File: src/rtl/shift_pkg.sv
// Shared encodings for the iterative shift/rotate unit: operation codes and
// controller state encoding.
package shift_pkg;

    // Operation encoding, identical to the combinational barrel shifter.
    localparam logic [1:0] OP_ROL = 2'b00;
    localparam logic [1:0] OP_SLL = 2'b01;
    localparam logic [1:0] OP_SRA = 2'b10;
    localparam logic [1:0] OP_SRL = 2'b11;

    // Controller states.
    typedef enum logic [1:0] {
        ST_IDLE  = 2'b00,
        ST_SHIFT = 2'b01,
        ST_DONE  = 2'b10
    } state_e;

endpackage : shift_pkg

File: src/rtl/shift_step.sv
// Combinational 16-bit shifter that moves the operand by one or two bit
// positions in the direction and with the fill selected by Op.
module shift_step
    import shift_pkg::*;
(
    input  logic [15:0] In,
    input  logic [1:0]  Op,
    input  logic        K2,
    output logic [15:0] Out
);

    // Select the 1- or 2-bit shifted image of the operand for the requested op.
    always_comb begin
        Out = In;
        if (K2) begin
            case (Op)
                OP_ROL:  Out = {In[13:0], In[15:14]};
                OP_SLL:  Out = {In[13:0], 2'b00};
                OP_SRA:  Out = {{2{In[15]}}, In[15:2]};
                OP_SRL:  Out = {2'b00, In[15:2]};
                default: Out = In;
            endcase
        end else begin
            case (Op)
                OP_ROL:  Out = {In[14:0], In[15]};
                OP_SLL:  Out = {In[14:0], 1'b0};
                OP_SRA:  Out = {In[15], In[15:1]};
                OP_SRL:  Out = {1'b0, In[15:1]};
                default: Out = In;
            endcase
        end
    end

endmodule : shift_step

File: src/rtl/shift_iter_seq.sv
// Multi-cycle 16-bit shift/rotate unit. Accepts an operand, count and op on a
// Start handshake, then walks the shift at up to two bits per clock. Busy and
// Done are held in flops loaded from the next-state decode so they never
// depend combinationally on the inputs.
module shift_iter_seq
    import shift_pkg::*;
(
    input  logic        clk,
    input  logic        rst_n,
    input  logic        Start,
    input  logic [15:0] In,
    input  logic [3:0]  Cnt,
    input  logic [1:0]  Op,
    output logic [15:0] Out,
    output logic        Busy,
    output logic        Done
);

    state_e      state_r;
    state_e      state_next_s;
    logic [15:0] r_r;
    logic [15:0] r_next_s;
    logic [3:0]  rem_r;
    logic [3:0]  rem_next_s;
    logic [1:0]  opq_r;
    logic [1:0]  opq_next_s;
    logic        busy_r;
    logic        busy_next_s;
    logic        done_r;
    logic        done_next_s;
    logic        k2_s;
    logic [15:0] step_out_s;

    // Take a 2-bit step whenever at least two bits of shift remain.
    assign k2_s = (rem_r >= 4'd2);

    shift_step u_step (
        .In  (r_r),
        .Op  (opq_r),
        .K2  (k2_s),
        .Out (step_out_s)
    );

    // Next-state, datapath load/step and status decode for the controller.
    always_comb begin
        state_next_s = state_r;
        r_next_s     = r_r;
        rem_next_s   = rem_r;
        opq_next_s   = opq_r;
        case (state_r)
            ST_IDLE: begin
                if (Start) begin
                    r_next_s   = In;
                    rem_next_s = Cnt;
                    opq_next_s = Op;
                    if (Cnt != 4'd0) begin
                        state_next_s = ST_SHIFT;
                    end else begin
                        state_next_s = ST_DONE;
                    end
                end else begin
                    state_next_s = ST_IDLE;
                end
            end
            ST_SHIFT: begin
                r_next_s = step_out_s;
                if (k2_s) begin
                    rem_next_s = rem_r - 4'd2;
                end else begin
                    rem_next_s = rem_r - 4'd1;
                end
                if (rem_next_s == 4'd0) begin
                    state_next_s = ST_DONE;
                end else begin
                    state_next_s = ST_SHIFT;
                end
            end
            ST_DONE: begin
                state_next_s = ST_IDLE;
            end
            default: begin
                state_next_s = ST_IDLE;
            end
        endcase
        busy_next_s = (state_next_s != ST_IDLE);
        done_next_s = (state_next_s == ST_DONE);
    end

    // State, datapath and status registers; reset aborts any operation in flight.
    always_ff @(posedge clk or negedge rst_n) begin
        if (!rst_n) begin
            state_r <= ST_IDLE;
            r_r     <= 16'h0000;
            rem_r   <= 4'd0;
            opq_r   <= 2'b00;
            busy_r  <= 1'b0;
            done_r  <= 1'b0;
        end else begin
            state_r <= state_next_s;
            r_r     <= r_next_s;
            rem_r   <= rem_next_s;
            opq_r   <= opq_next_s;
            busy_r  <= busy_next_s;
            done_r  <= done_next_s;
        end
    end

    assign Out  = r_r;
    assign Busy = busy_r;
    assign Done = done_r;

endmodule : shift_iter_seq

File: config.mk
export PLATFORM = sky130hd
export DESIGN_NAME = shift_iter_seq
export DESIGN_NICKNAME = d
export VERILOG_FILES = /design/src/rtl/shift_pkg.sv /design/src/rtl/shift_step.sv /design/src/rtl/shift_iter_seq.sv
export SDC_FILE = /design/constraint.sdc
export NUM_CORES = 1
export LEC_CHECK = 0
export ABC_AREA = 1
export CAP_MARGIN = 15
export CORE_UTILIZATION = 40
export DETAILED_ROUTE_END_ITERATION = 8
export MAX_ROUTING_LAYER = met4
export PLACE_DENSITY = 0.62
export SLEW_MARGIN = 20
export SYNTH_ARGS = -nofsm -noshare
export SYNTH_HDL_FRONTEND = slang
export SYNTH_SLANG_ARGS = --single-unit
File: constraint.sdc
create_clock -name clk -period 1.69 [get_ports clk]
set_input_delay 0.507 -clock clk [delete_from_list [all_inputs] [get_ports clk]]
set_output_delay 0.507 -clock clk [all_outputs]
set_load 0.01 [all_outputs]
==> out/qor.txt <==
PWR
--------------------------------------------------------------------------------------
Peak supply drop                                                              964.3 uV
Sequential power share                                                           22.1%
Switching power summed over all nets                                           2518 uW
Internal power                                                                 2863 uW
Clock network fraction of design power                                            6.4%
Standby leakage power                                                      0.001306 uW
Proportion of power drawn by combinational gates                                 71.5%
Power per cell area                                                        2124 nW/um2
Net switching fraction of the power                                             46.80%

PLACED DESIGN
--------------------------------------------------------------------------------------
Number of cells in the design after placement                                      336
Final HPWL DP                                                                 3.392 mm
Placer Congestion                                                               0.8642
Count of buffers from port buffering                                                42

YOSYS
--------------------------------------------------------------------------------------
Sequential element share of the synthesized area                                35.67%
Top area cells in the synthesized netlist                                 dfrtp_1, nand2_1, nand3_2
Synth cell types                                                                    25
Dominant synthesized flop cell                                                 dfrtp_1
Seq cells post-synth                                                                26
Fraction of synthesis flops using an asynchronous set or reset pin              100.0%
Mean instance size in the synthesized netlist                                7.601 um2
Post-synthesis instance area                                                  1824 um2
Synth warnings                                                                       0
Most instantiated cells after synthesis                                   nand2_1, nand3_1, dfrtp_1, nor2_1
Cell with the most instances after synthesis                                   nand2_1
EDFF count, synth                                                                    0
Library cell occupying the most area in the post-synthesis netlist             dfrtp_1
Share of the synthesized area in the top cell type                              35.67%
Number of cells produced by synthesis                                              240
Syn_nets                                                                           269

ROUTING
--------------------------------------------------------------------------------------
Vias after detailed routing                                                       1839
Average wire per cell in the routed design                                    12.96 um
DRC marker count from the first detailed-route iteration                           189
Number of optimization iterations in the first detailed-route pass                   4
Final WL                                                                      4.615 mm
Number of nets with antenna violations after routing                                 0
Via density per instance                                                         5.166
Drt drc                                                                              0

CRITICAL PATH
--------------------------------------------------------------------------------------
Kind of start point of the critical path                                      register
Slowest stage delay, CP                                                        0.53 ns
Origin of the worst setup path                                            Out[9]$_DFFE_PN0P_
Critical path's top delay family                                          buffers and inverters
Worst EP arrival                                                               1.15 ns
CP Class                                                                  register to output port
Critical Path, Cell by Cell                                               clkdlybuf4s50_1
Largest fanout on the critical path                                                  2
WP data required                                                               1.18 ns
Worst reg2reg startpoint                                                  rem_r[0]$_DFFE_PN0P_
Slowest cell on crit path                                                 clkdlybuf4s50_1
Buf/Inv on CP                                                                        1
Endpoint class of the critical path                                        output port

CTS
--------------------------------------------------------------------------------------
Hold-fix buffer count after cts                                                      0
Number of buffers inserted during clock tree synthesis                               3
CTS root buf                                                                  clkbuf_8
Clock latency at the later pin of the worst-skew pair                          0.27 ns
Depth of the CTS H-tree                                                              1
Number of clock sinks                                                               26
Clock slew at the register clock pins of the worst setup and hold paths        0.09 ns
Largest buffer count on any clock path                                               2
TritonCTS clock tree                                                              done

TIMING
--------------------------------------------------------------------------------------
Transition at the pin with the smallest max-transition slack                 0.3426 ns
Period Utilization, post-route                                                  97.86%
Sum Neg Setup Slack                                                               0 ns
Number of max-slew violations in the final report                                    0
Final setup vio count                                                                0
Final Hold Viols                                                                     0
Worst-case headroom to the max-slew limit                                       77.16%
Highest clock rate                                                           604.7 MHz
Clock skew after layout                                                    0.004566 ns
Final critical delay including setup and external delays                      1.654 ns

WORST HOLD PATH
--------------------------------------------------------------------------------------
Beginning of the worst hold path                                          opq_r[0]$_DFFE_PN0P_
Kind of path behind the tightest hold check                               register to register

GLOBAL ROUTING
--------------------------------------------------------------------------------------
Residual overflow from global routing                                                0
GRT Util Overall                                                                20.89%
Largest net degree at the start of global routing                                   27
Wire length of the first global-routing pass                                  7.907 mm
Number of global-route vias before repair                                         1681
Antenna violations before repair                                                     0

FLOORPLANNING
--------------------------------------------------------------------------------------
Height of the chip                                                            69.53 um
Initial Utilization                                                             41.90%
Die outline area                                                              4834 um2
Die span in x                                                                 69.53 um
Placeable core region                                                         4354 um2
Number of placement rows                                                            24
Top-Level Pins                                                                      43

FINAL LAYOUT
--------------------------------------------------------------------------------------
Total area of sequential cells                                               650.6 um2
Fraction of final layout cells with drive strength greater than 1               25.00%
Layout Area Growth over Synthesis                                               38.89%
Total area of multi-input combinational cells                                 1031 um2
Antenna cells                                                                        0
Final #Nets                                                                        335
Filler cell count in the final layout                                              408
Final Instance Count excl. Fillers                                                 356

RUN
--------------------------------------------------------------------------------------
MaxCap Viol Count                                                                    0

STATUS
--------------------------------------------------------------------------------------
Result of the run                                                         complete, no violations

-- worst paths after layout --
kind,slack (ns),to,cells past startpoint
hold / removal,0.52,opq_r[0]$_DFFE_PN0P_,2
setup / recovery,0.04,Out[9],1
setup reg to reg,0.14,Out[4]$_DFFE_PN0P_,9
max in group asynchronous,0.82,rem_r[1]$_DFFE_PN0P_,2
min in group asynchronous,0.61,Busy$_DFF_PN0_,2
hold reg to reg,0.52,opq_r[0]$_DFFE_PN0P_,2
-- cells by family after synthesis --
kind of cell	after synthesis	share of synthesized area, %
AOI/OAI and AO/OA	41	13.99
adders and majority gates	4	2.744
buffers and inverters	28	8.230
DFF	26	35.67
and+or+nand+nor	141	39.37
-- area by class of cell --
type	instances	share of cell area [%]
Inverter	16	2.370
Tap cell	52	2.568
Timing Repair Buffer	73	27.06
Clock buffer	3	1.630
Sequential cell	26	25.68
Multi-Input combinational cell	186	40.69
-- sequential cells by signal, indices dropped and copies added (netlist names) --
register and count:
opq_r 2, Out 16, rem_r 4, Done 1, state_r 2, Busy 1
-- worst register-to-register path: stages, from the launching register on --
cell and delay (ns):
dfrtp_1 0.40, inv_2 0.08, ha_2 0.20, nor2_4 0.17, nand2_4 0.10, inv_1 0.09
buf_4 0.17, nand3_1 0.09, nand3_1 0.09, a21oi_2 0.05
-- cells in the final DEF (no fill, tap or decap), types with 3 or more instances in the layout --
master / n
nand2_1: 58
nand3_1: 30
buf_4: 30
clkdlybuf4s50_1: 28
dfrtp_1: 26
nor2_1: 24
nand3_2: 17
o21ai_0: 17
inv_1: 12
dlymetal6s2s_1: 10
a21oi_2: 9
a21oi_1: 5
inv_2: 4
nand2_2: 4
dlygate4sd2_1: 4
nor2_4: 3
o21ai_1: 3
o211ai_1: 3
ha_1: 3
clkbuf_8: 3
-- stage by stage --
step / total power [uW] / util [%] / setup WS [ns] / area, um2 / hold WS [ns]
3_5_place_dp: 4806 / 53.68 / 0.03452 / 2337 / 0.5037
2_1_floorplan: 3691 / - / 0.2371 / 1824 / 0.2114
3_3_place_gp: 4785 / 53.68 / 0.01593 / 2337 / 0.5063
5_1_grt: 5890 / 58.19 / -0.001890 / 2534 / 0.5576
6_report: 5381 / 58.19 / 0.03620 / 2534 / 0.5196
4_1_cts: 5378 / 56.93 / 0.003072 / 2479 / 0.5260
-- routing by layer --
| metal | vias to the layer above | global-route usage, % | share of wire, % |
|---|---|---|---|
| met1 | 845 | 28.52 | 46 |
| li1 | 930 | - | - |
| met3 | 2 | 5.087 | 6.6 |
| met4 | 0 | 2.721 | 0.54 |
| met2 | 62 | 32.36 | 47 |
| met5 | - | - | 0 |
-- power by group through the flow --
stage | Combinational, uW | Sequential, uW | Clock, uW
after floorplan | 2370 | 1320 | 0
after global routing | 4270 | 1230 | 386
final | 3850 | 1190 | 345
after detailed placement | 3490 | 1320 | 0
after global placement | 3470 | 1310 | 0
after CTS | 3820 | 1190 | 365
-- repair_timing --
item                                    in CTS  in global routing
pin swaps                                    0                  1
endpoints found under the setup margin      16                 27
buffers inserted                            14                  3
gates cloned                                 0                  0
gates resized for setup                      4                 13
Power figures use the tool's default switching activity.
